## src/rtl/uart_arb_pkg.sv

```systemverilog
// Shared types for the uart_tx arbiter: FSM encoding, debug view and pointer sizing.
package uart_arb_pkg;

  typedef enum logic [1:0] {
    IDLE       = 2'd0,
    LOAD       = 2'd1,
    WAIT_START = 2'd2,
    WAIT_DONE  = 2'd3
  } state_t;

  // Pointer is zero-extended to 3 bits so the view is independent of N_REQ.
  typedef struct packed {
    state_t     state;
    logic [7:0] burst;
    logic [2:0] ptr;
  } dbg_t;

  function automatic int ptr_width(input int n);
    return (n <= 1) ? 1 : $clog2(n);
  endfunction

endpackage

```

## src/rtl/uart_tx_arbiter_if.sv

```systemverilog
// Requester byte lanes plus the uart_tx send/active pair, bundled for the arbiter.
interface uart_tx_arbiter_if #(
  parameter int N_REQ = 4
) ();
  // Lane i: requester holds req_valid/req_data/req_last stable until the arbiter
  // returns a one-cycle req_ready[i] pulse; that pulse is the only acceptance.
  logic [N_REQ-1:0]   req_valid;
  logic [8*N_REQ-1:0] req_data;
  logic [N_REQ-1:0]   req_last;
  logic [N_REQ-1:0]   req_ready;
  logic [N_REQ-1:0]   grant;
  logic               busy;
  logic [7:0]         tx_data;
  logic               tx_send;
  logic               tx_active;

  modport slave (
    input  req_valid, req_data, req_last, tx_active,
    output req_ready, grant, busy, tx_data, tx_send
  );

  modport master (
    output req_valid, req_data, req_last, tx_active,
    input  req_ready, grant, busy, tx_data, tx_send
  );
endinterface

```

## src/rtl/rr_pick.sv

```systemverilog
// Rotate-priority search: first set request at or above the pointer, wrapping.
module rr_pick
  import uart_arb_pkg::*;
#(
  parameter  int N_REQ = 4,
  localparam int PTR_W = ptr_width(N_REQ)
) (
  input  logic [N_REQ-1:0] i_req,
  input  logic [PTR_W-1:0] i_ptr,
  output logic [N_REQ-1:0] o_pick,
  output logic             o_any
);

  logic [N_REQ-1:0] w_rot;
  logic [N_REQ-1:0] w_rot_pick;
  logic             w_found;

  // Rotate so the pointer lane sits at bit 0, pick lowest, rotate back.
  assign w_rot = N_REQ'({i_req, i_req} >> i_ptr);

  always_comb begin
    w_found    = 1'b0;
    w_rot_pick = '0;
    for (int k = 0; k < N_REQ; k++) begin
      if (!w_found && w_rot[k]) begin
        w_rot_pick[k] = 1'b1;
        w_found       = 1'b1;
      end
    end
  end

  assign o_pick = N_REQ'(({w_rot_pick, w_rot_pick} << i_ptr) >> N_REQ);
  assign o_any  = |i_req;

endmodule

```

## src/rtl/uart_tx_arbiter.sv

```systemverilog
// Packet-granular round-robin owner of a single uart_tx; sequences its send/active handshake.
module uart_tx_arbiter
  import uart_arb_pkg::*;
#(
  parameter int N_REQ     = 4,
  parameter int MAX_BURST = 16,
  parameter int ACT_WAIT  = 2
) (
  input  logic               clk,
  input  logic               rst_n,
  uart_tx_arbiter_if.slave   bus,
  output dbg_t               o_dbg
);

  localparam int         PTR_W     = ptr_width(N_REQ);
  localparam logic [7:0] BURST_MAX = 8'(MAX_BURST);
  localparam logic [7:0] WAIT_LAST = (ACT_WAIT > 1) ? 8'(ACT_WAIT - 1) : 8'd0;

  state_t           r_state;
  logic [N_REQ-1:0] r_grant;
  logic [N_REQ-1:0] r_req_ready;
  logic [PTR_W-1:0] r_ptr;
  logic [7:0]       r_burst;
  logic [7:0]       r_wait;
  logic [7:0]       r_tx_data;
  logic             r_tx_send;
  logic             r_busy;
  logic             r_last;

  logic [N_REQ-1:0] w_pick;
  logic             w_any;
  logic             w_sel_valid;
  logic             w_sel_last;
  logic [7:0]       w_sel_data;
  logic [PTR_W-1:0] w_gidx;
  logic [PTR_W-1:0] w_ptr_next;

  rr_pick #(.N_REQ(N_REQ)) u_pick (
    .i_req  (bus.req_valid),
    .i_ptr  (r_ptr),
    .o_pick (w_pick),
    .o_any  (w_any)
  );

  always_comb begin
    w_sel_data = '0;
    w_gidx     = '0;
    for (int i = 0; i < N_REQ; i++) begin
      if (r_grant[i]) begin
        w_sel_data = w_sel_data | bus.req_data[8*i +: 8];
        w_gidx     = PTR_W'(i);
      end
    end
  end

  assign w_sel_valid = |(bus.req_valid & r_grant);
  assign w_sel_last  = |(bus.req_last & r_grant);
  assign w_ptr_next  = (w_gidx == PTR_W'(N_REQ - 1)) ? '0 : w_gidx + PTR_W'(1);

  always_ff @(posedge clk or negedge rst_n) begin
    if (!rst_n) begin
      r_state     <= IDLE;
      r_grant     <= '0;
      r_req_ready <= '0;
      r_ptr       <= '0;
      r_burst     <= '0;
      r_wait      <= '0;
      r_tx_data   <= '0;
      r_tx_send   <= 1'b0;
      r_busy      <= 1'b0;
      r_last      <= 1'b0;
    end else begin
      r_tx_send   <= 1'b0;
      r_req_ready <= '0;
      case (r_state)
        IDLE: begin
          if (w_any) begin
            r_grant <= w_pick;
            r_burst <= '0;
            r_busy  <= 1'b1;
            r_state <= LOAD;
          end
        end
        LOAD: begin
          if (!w_sel_valid) begin
            r_ptr   <= w_ptr_next;
            r_grant <= '0;
            r_busy  <= 1'b0;
            r_state <= IDLE;
          end else if (!bus.tx_active) begin
            // Also the guard after reset: a frame left running by uart_tx must finish first.
            r_tx_data   <= w_sel_data;
            r_tx_send   <= 1'b1;
            r_req_ready <= r_grant;
            r_last      <= w_sel_last;
            if (r_burst < BURST_MAX) r_burst <= r_burst + 8'd1;
            r_wait      <= '0;
            r_state     <= WAIT_START;
          end
        end
        WAIT_START: begin
          // Bridge the gap between tx_send and tx_active rising so it is not taken as done.
          if (bus.tx_active || (r_wait >= WAIT_LAST)) r_state <= WAIT_DONE;
          else r_wait <= r_wait + 8'd1;
        end
        WAIT_DONE: begin
          if (!bus.tx_active) begin
            if (r_last || (r_burst == BURST_MAX)) begin
              r_ptr   <= w_ptr_next;
              r_grant <= '0;
              r_busy  <= 1'b0;
              r_state <= IDLE;
            end else begin
              r_state <= LOAD;
            end
          end
        end
        default: r_state <= IDLE;
      endcase
    end
  end

  assign bus.req_ready = r_req_ready;
  assign bus.grant     = r_grant;
  assign bus.busy      = r_busy;
  assign bus.tx_data   = r_tx_data;
  assign bus.tx_send   = r_tx_send;

  assign o_dbg = '{state: r_state, burst: r_burst, ptr: 3'(r_ptr)};

endmodule

```

## src/flat_wrapper.sv

```systemverilog
// flat-port wrapper written by rule: the top's interface ports become plain ports
module uart_tx_arbiter_flat import uart_arb_pkg::*;
#(
  parameter int N_REQ     = 4,
  parameter int MAX_BURST = 16,
  parameter int ACT_WAIT  = 2
)
  (clk, rst_n, o_dbg, bus_req_valid, bus_req_data, bus_req_last, bus_tx_active, bus_req_ready, bus_grant, bus_busy, bus_tx_data, bus_tx_send);
  uart_tx_arbiter_if #(.N_REQ(N_REQ)) bus_i ();
  input  logic clk;
  input  logic rst_n;
  output dbg_t o_dbg;
  input wire logic [$bits(bus_i.req_valid)-1:0] bus_req_valid;
  input wire logic [$bits(bus_i.req_data)-1:0] bus_req_data;
  input wire logic [$bits(bus_i.req_last)-1:0] bus_req_last;
  input wire logic [$bits(bus_i.tx_active)-1:0] bus_tx_active;
  output wire logic [$bits(bus_i.req_ready)-1:0] bus_req_ready;
  output wire logic [$bits(bus_i.grant)-1:0] bus_grant;
  output wire logic [$bits(bus_i.busy)-1:0] bus_busy;
  output wire logic [$bits(bus_i.tx_data)-1:0] bus_tx_data;
  output wire logic [$bits(bus_i.tx_send)-1:0] bus_tx_send;
  assign bus_i.req_valid = bus_req_valid;
  assign bus_i.req_data = bus_req_data;
  assign bus_i.req_last = bus_req_last;
  assign bus_i.tx_active = bus_tx_active;
  assign bus_req_ready = bus_i.req_ready;
  assign bus_grant = bus_i.grant;
  assign bus_busy = bus_i.busy;
  assign bus_tx_data = bus_i.tx_data;
  assign bus_tx_send = bus_i.tx_send;
  uart_tx_arbiter #(.N_REQ(N_REQ), .MAX_BURST(MAX_BURST), .ACT_WAIT(ACT_WAIT)) u_core (.clk(clk), .rst_n(rst_n), .bus(bus_i), .o_dbg(o_dbg));
endmodule
```

## config.mk

```make
export PLATFORM = sky130hd
export DESIGN_NAME = uart_tx_arbiter_flat
export DESIGN_NICKNAME = d
export VERILOG_FILES = /design/src/rtl/uart_arb_pkg.sv /design/src/rtl/uart_tx_arbiter_if.sv /design/src/rtl/rr_pick.sv /design/src/rtl/uart_tx_arbiter.sv /design/src/flat_wrapper.sv
export SDC_FILE = /design/constraint.sdc
export NUM_CORES = 1
export LEC_CHECK = 0
export CORE_UTILIZATION = 38
export DETAILED_ROUTE_END_ITERATION = 8
export PLACE_DENSITY = 0.69
export SETUP_SLACK_MARGIN = 0.4
export SYNTH_ARGS = -nofsm -noshare
export SYNTH_HDL_FRONTEND = slang
export SYNTH_SLANG_ARGS = --single-unit
```

## constraint.sdc

```tcl
create_clock -name clk -period 2.6 [get_ports clk]
set_input_delay 0.52 -clock clk [delete_from_list [all_inputs] [get_ports clk]]
set_output_delay 0.52 -clock clk [all_outputs]
set_load 0.01 [all_outputs]
```

==> impl_metrics.sql <==
INSERT INTO impl_metrics (metric_group, metric, value, unit) VALUES
('power_and_ir_drop', 'p_switching', '862.6', 'µW'),
('job', 'drv_cap', '0', ''),
('floorplanning', 'floorplan.die.height', '73.72', 'µm'),
('worst_setup_path', 'critical_path.max_fanout', '14', ''),
('clock_tree', 'cts-hold-fix-buffers', '0', ''),
('synth', 'yosys-top-cells-count', '39 x sky130_fd_sc_hd__dfrtp_1, 20 x sky130_fd_sc_hd__o21ai_0, 19 x sky130_fd_sc_hd__nand2_1, 15 x sky130_fd_sc_hd__inv_1', ''),
('sta', 'clock_skews', '0.003705', 'ns'),
('placement', 'placement.io_buffers', '72', ''),
('floorplanning', 'core_region_area', '4848', 'µm²'),
('routing', 'route.detailed.wl_per_inst', '14.75', 'µm'),
('worst_setup_path', 'critPathMaxStageDelay', '0.65', 'ns'),
('synth', 'post_synth_main_area_contributors', 'sky130_fd_sc_hd__dfrtp_1 50%, sky130_fd_sc_hd__o21ai_0 5.1%, sky130_fd_sc_hd__a221oi_1 4.0%', ''),
('worst_setup_path', 'timing.critical_path.max_delay_family', 'buffers and inverters', ''),
('power_and_ir_drop', 'power.static_leakage', '0.001226', 'µW'),
('synth', 'count_of_flip_flops_with_a_built_in_enable_after_synthesis', '0', ''),
('placement', 'place_hpwl', '3.706', 'mm'),
('global_routing', 'gr-total-overflow', '0', ''),
('routing', 'routed_wl', '4.956', 'mm'),
('clock_tree', 'tritoncts_clock_tree', 'done', ''),
('global_routing', 'grt_antenna_before_repair', '0', ''),
('clock_tree', 'clk_pin_slew_worst_paths', '0.07', 'ns'),
('routing', 'drt_initial_violations', '83', ''),
('floorplanning', 'std_cell_rows', '25', ''),
('worst_setup_path', 'worst_r2r_endpoint', 'u_core.r_burst[3]', ''),
('final_layout', 'final_net_count', '316', ''),
('run_status', 'result_of_the_run', 'finished, final reports clean', ''),
('worst_setup_path', 'critical_path.reg2reg.startpoint', 'u_core.bus.grant[0]', ''),
('power_and_ir_drop', 'maximum_ir_drop_on_the_vdd_rail', '0.5686', 'mV'),
('routing', 'viasPerCell', '5.256', ''),
('global_routing', 'global_route_wire_length_before_repair', '7.797', 'mm'),
('synth', 'synthFlopType', 'sky130_fd_sc_hd__dfrtp_1', ''),
('routing', 'drt_pass1_iterations', '4', ''),
('sta', 'worst_pin_slew', '0.8484', 'ns'),
('synth', 'synth_top_area_share', '49.94', '%'),
('clock_tree', 'clock_tree.root_cell', 'sky130_fd_sc_hd__clkbuf_8', ''),
('power_and_ir_drop', 'seq_power_share', '38.7', '%'),
('worst_hold_path', 'worst_hold_path_type', 'input pin to async pin', ''),
('worst_setup_path', 'critPathLaunch', 'u_core.bus.grant[1]', ''),
('clock_tree', 'tritoncts.num_buffers', '5', ''),
('worst_setup_path', 'setup.worst_path.end_class', 'output port', ''),
('sta', 'final_period_minus_worst_setup_slack', '2.097', 'ns'),
('sta', 'post_route_fraction_of_the_period_consumed_by_the_critical_path', '80.65', '%'),
('worst_setup_path', 'worst_r2r_path_depth', '4', ''),
('synth', 'ys_ff_latch', '39', ''),
('worst_setup_path', 'regToRegSetupSlack', '0.72', 'ns'),
('synth', 'syn_nets', '247', ''),
('routing', 'routed-via-count', '1766', ''),
('worst_setup_path', 'timing.critical_path.required', '2.08', 'ns'),
('routing', 'antenna_left', '0', ''),
('sta', 'max_clock_freq', '0.4769', 'GHz'),
('placement', 'preCtsSetupSlack', '0.2082', 'ns'),
('worst_setup_path', 'critPathKind', 'register to output port', ''),
('synth', 'yosysSeqAreaShare', '49.94', '%'),
('routing', 'detail_route.drc_violations', '0', ''),
('power_and_ir_drop', 'swShare', '35.45', '%'),
('placement', 'gp_congestion', '0.8041', ''),
('final_layout', 'layout_cell_share_with_drive_strength_beyond_1', '5.204', '%'),
('synth', 'ys_async_sr_fraction', '100.0', '%'),
('floorplanning', 'initial_core_utilization', '40.31', '%'),
('clock_tree', 'cts.path.max_buffers', '2', ''),
('global_routing', 'grt_max_degree', '40', ''),
('synth', 'synthMostInstantiatedCell', 'sky130_fd_sc_hd__dfrtp_1', ''),
('floorplanning', 'die_width', '73.72', 'µm'),
('sta', 'timing.final.ws_setup', '0.5031', 'ns'),
('sta', 'finalSetupTns', '0', 'ns'),
('worst_setup_path', 'worst-endpoint-arrival', '1.58', 'ns'),
('worst_setup_path', 'timing.critical_path.depth', '1', ''),
('synth', 'synth_area_leader_cell', 'sky130_fd_sc_hd__dfrtp_1', ''),
('worst_setup_path', 'slowest_stage', 'sky130_fd_sc_hd__clkdlybuf4s50_1', ''),
('floorplanning', 'io_pins', '74', ''),
('synth', 'synthesis.yosys.warnings', '0', '');
[through the flow]
step | hold slack (ns) | util [%] | area [µm²] | instances | power (µW)
5_1_grt | 0.4091 | 58.45 | 2834 | 336 | 2616
4_1_cts | 0.3568 | 58.45 | 2834 | 336 | 2463
3_5_place_dp | 0.4715 | 55.95 | 2713 | 328 | 1913
2_1_floorplan | 0.2244 | - | 1954 | 199 | 1455
6_report | 0.3306 | 58.45 | 2834 | 336 | 2433
3_3_place_gp | 0.4601 | 55.95 | 2713 | 328 | 1898
[cell usage in the layout (no fill, tap or decap), drive strengths merged, types with 4 or more instances in the layout]
master	synthesis	routed
a21oi	5	5
o21ai	20	20
or4	4	4
nand4	5	5
and2	9	9
a221oi	9	9
nand2	19	19
o211ai	4	4
clkbuf	10	6
inv	15	16
a22o	9	9
clkdlybuf4s50	0	71
nor2	10	10
dfrtp	39	39
ha	5	5
[timing repair]
| item | CTS | global route |
|---|---|---|
| endpoints found under the setup margin | 0 | 5 |
| setup buffers | 0 | 0 |
| gates resized for setup | 0 | 1 |
[layer usage]
layer	share of wire [%]	GRT usage, %	up-vias
met5	0	0	-
met4	2.1	7.906	0
met3	4.3	3.841	11
met2	49	29.36	46
met1	45	25.90	852
li1	-	-	857
[registers in the layout (all words and copies together), names as in the netlist, named ones only]
register,cells
u_core.bus.tx_data,8
u_core.r_burst,8
u_core.r_wait,8
u_core.bus.grant,4
u_core.bus.req_ready,4
u_core.r_ptr,2
u_core.bus.busy,1
u_core.bus.tx_send,1
u_core.r_last,1
u_core.r_state,1
[kinds of logic after synthesis]
group / after synthesis / share of synthesized area, %
other: 1 / 0.1919
DFF: 39 / 49.94
xor gates and xnor gates: 1 / 0.4482
adders and majority gates: 5 / 3.201
and+or+nand+nor: 59 / 15.88
AOI/OAI and AO/OA: 63 / 22.47
buffers and inverters: 27 / 5.762
muxes: 4 / 2.113
[layout make-up]
class | count | area (µm²) | share of cell area [%]
Clock inverter | 2 | 38.79 | 1.369
Sequential cell | 39 | 975.9 | 34.44
Multi-Input combinational cell | 133 | 865.8 | 30.55
Tap cell | 67 | 83.83 | 2.958
Timing Repair Buffer | 74 | 730.7 | 25.78
Inverter | 15 | 56.30 | 1.987
Clock buffer | 6 | 82.58 | 2.914
[power groups by stage]
stage,clock (µW),sequential (µW),combinational [µW]
after global routing,582,973,1060
after detailed placement,0,952,961
after CTS,556,943,965
final,533,942,957
after floorplan,0,918,536
after global placement,0,955,943
[worst min path at each step]
stage | startpoint | endpoint | slack (ns) | cells past startpoint
2_1_floorplan | rst_n | async pin | 0.22 | 0
3_3_place_gp | u_core.bus.tx_data[4] | u_core.bus.tx_data[4] | 0.46 | 2
3_5_place_dp | u_core.bus.tx_data[7] | u_core.bus.tx_data[7] | 0.47 | 2
4_1_cts | rst_n | u_core.r_burst[5] | 0.36 | 1
5_1_grt | rst_n | u_core.r_burst[5] | 0.41 | 1
6_report | rst_n | u_core.bus.req_ready[1] | 0.33 | 1
Note: power is estimated with default switching activity, not from simulation.
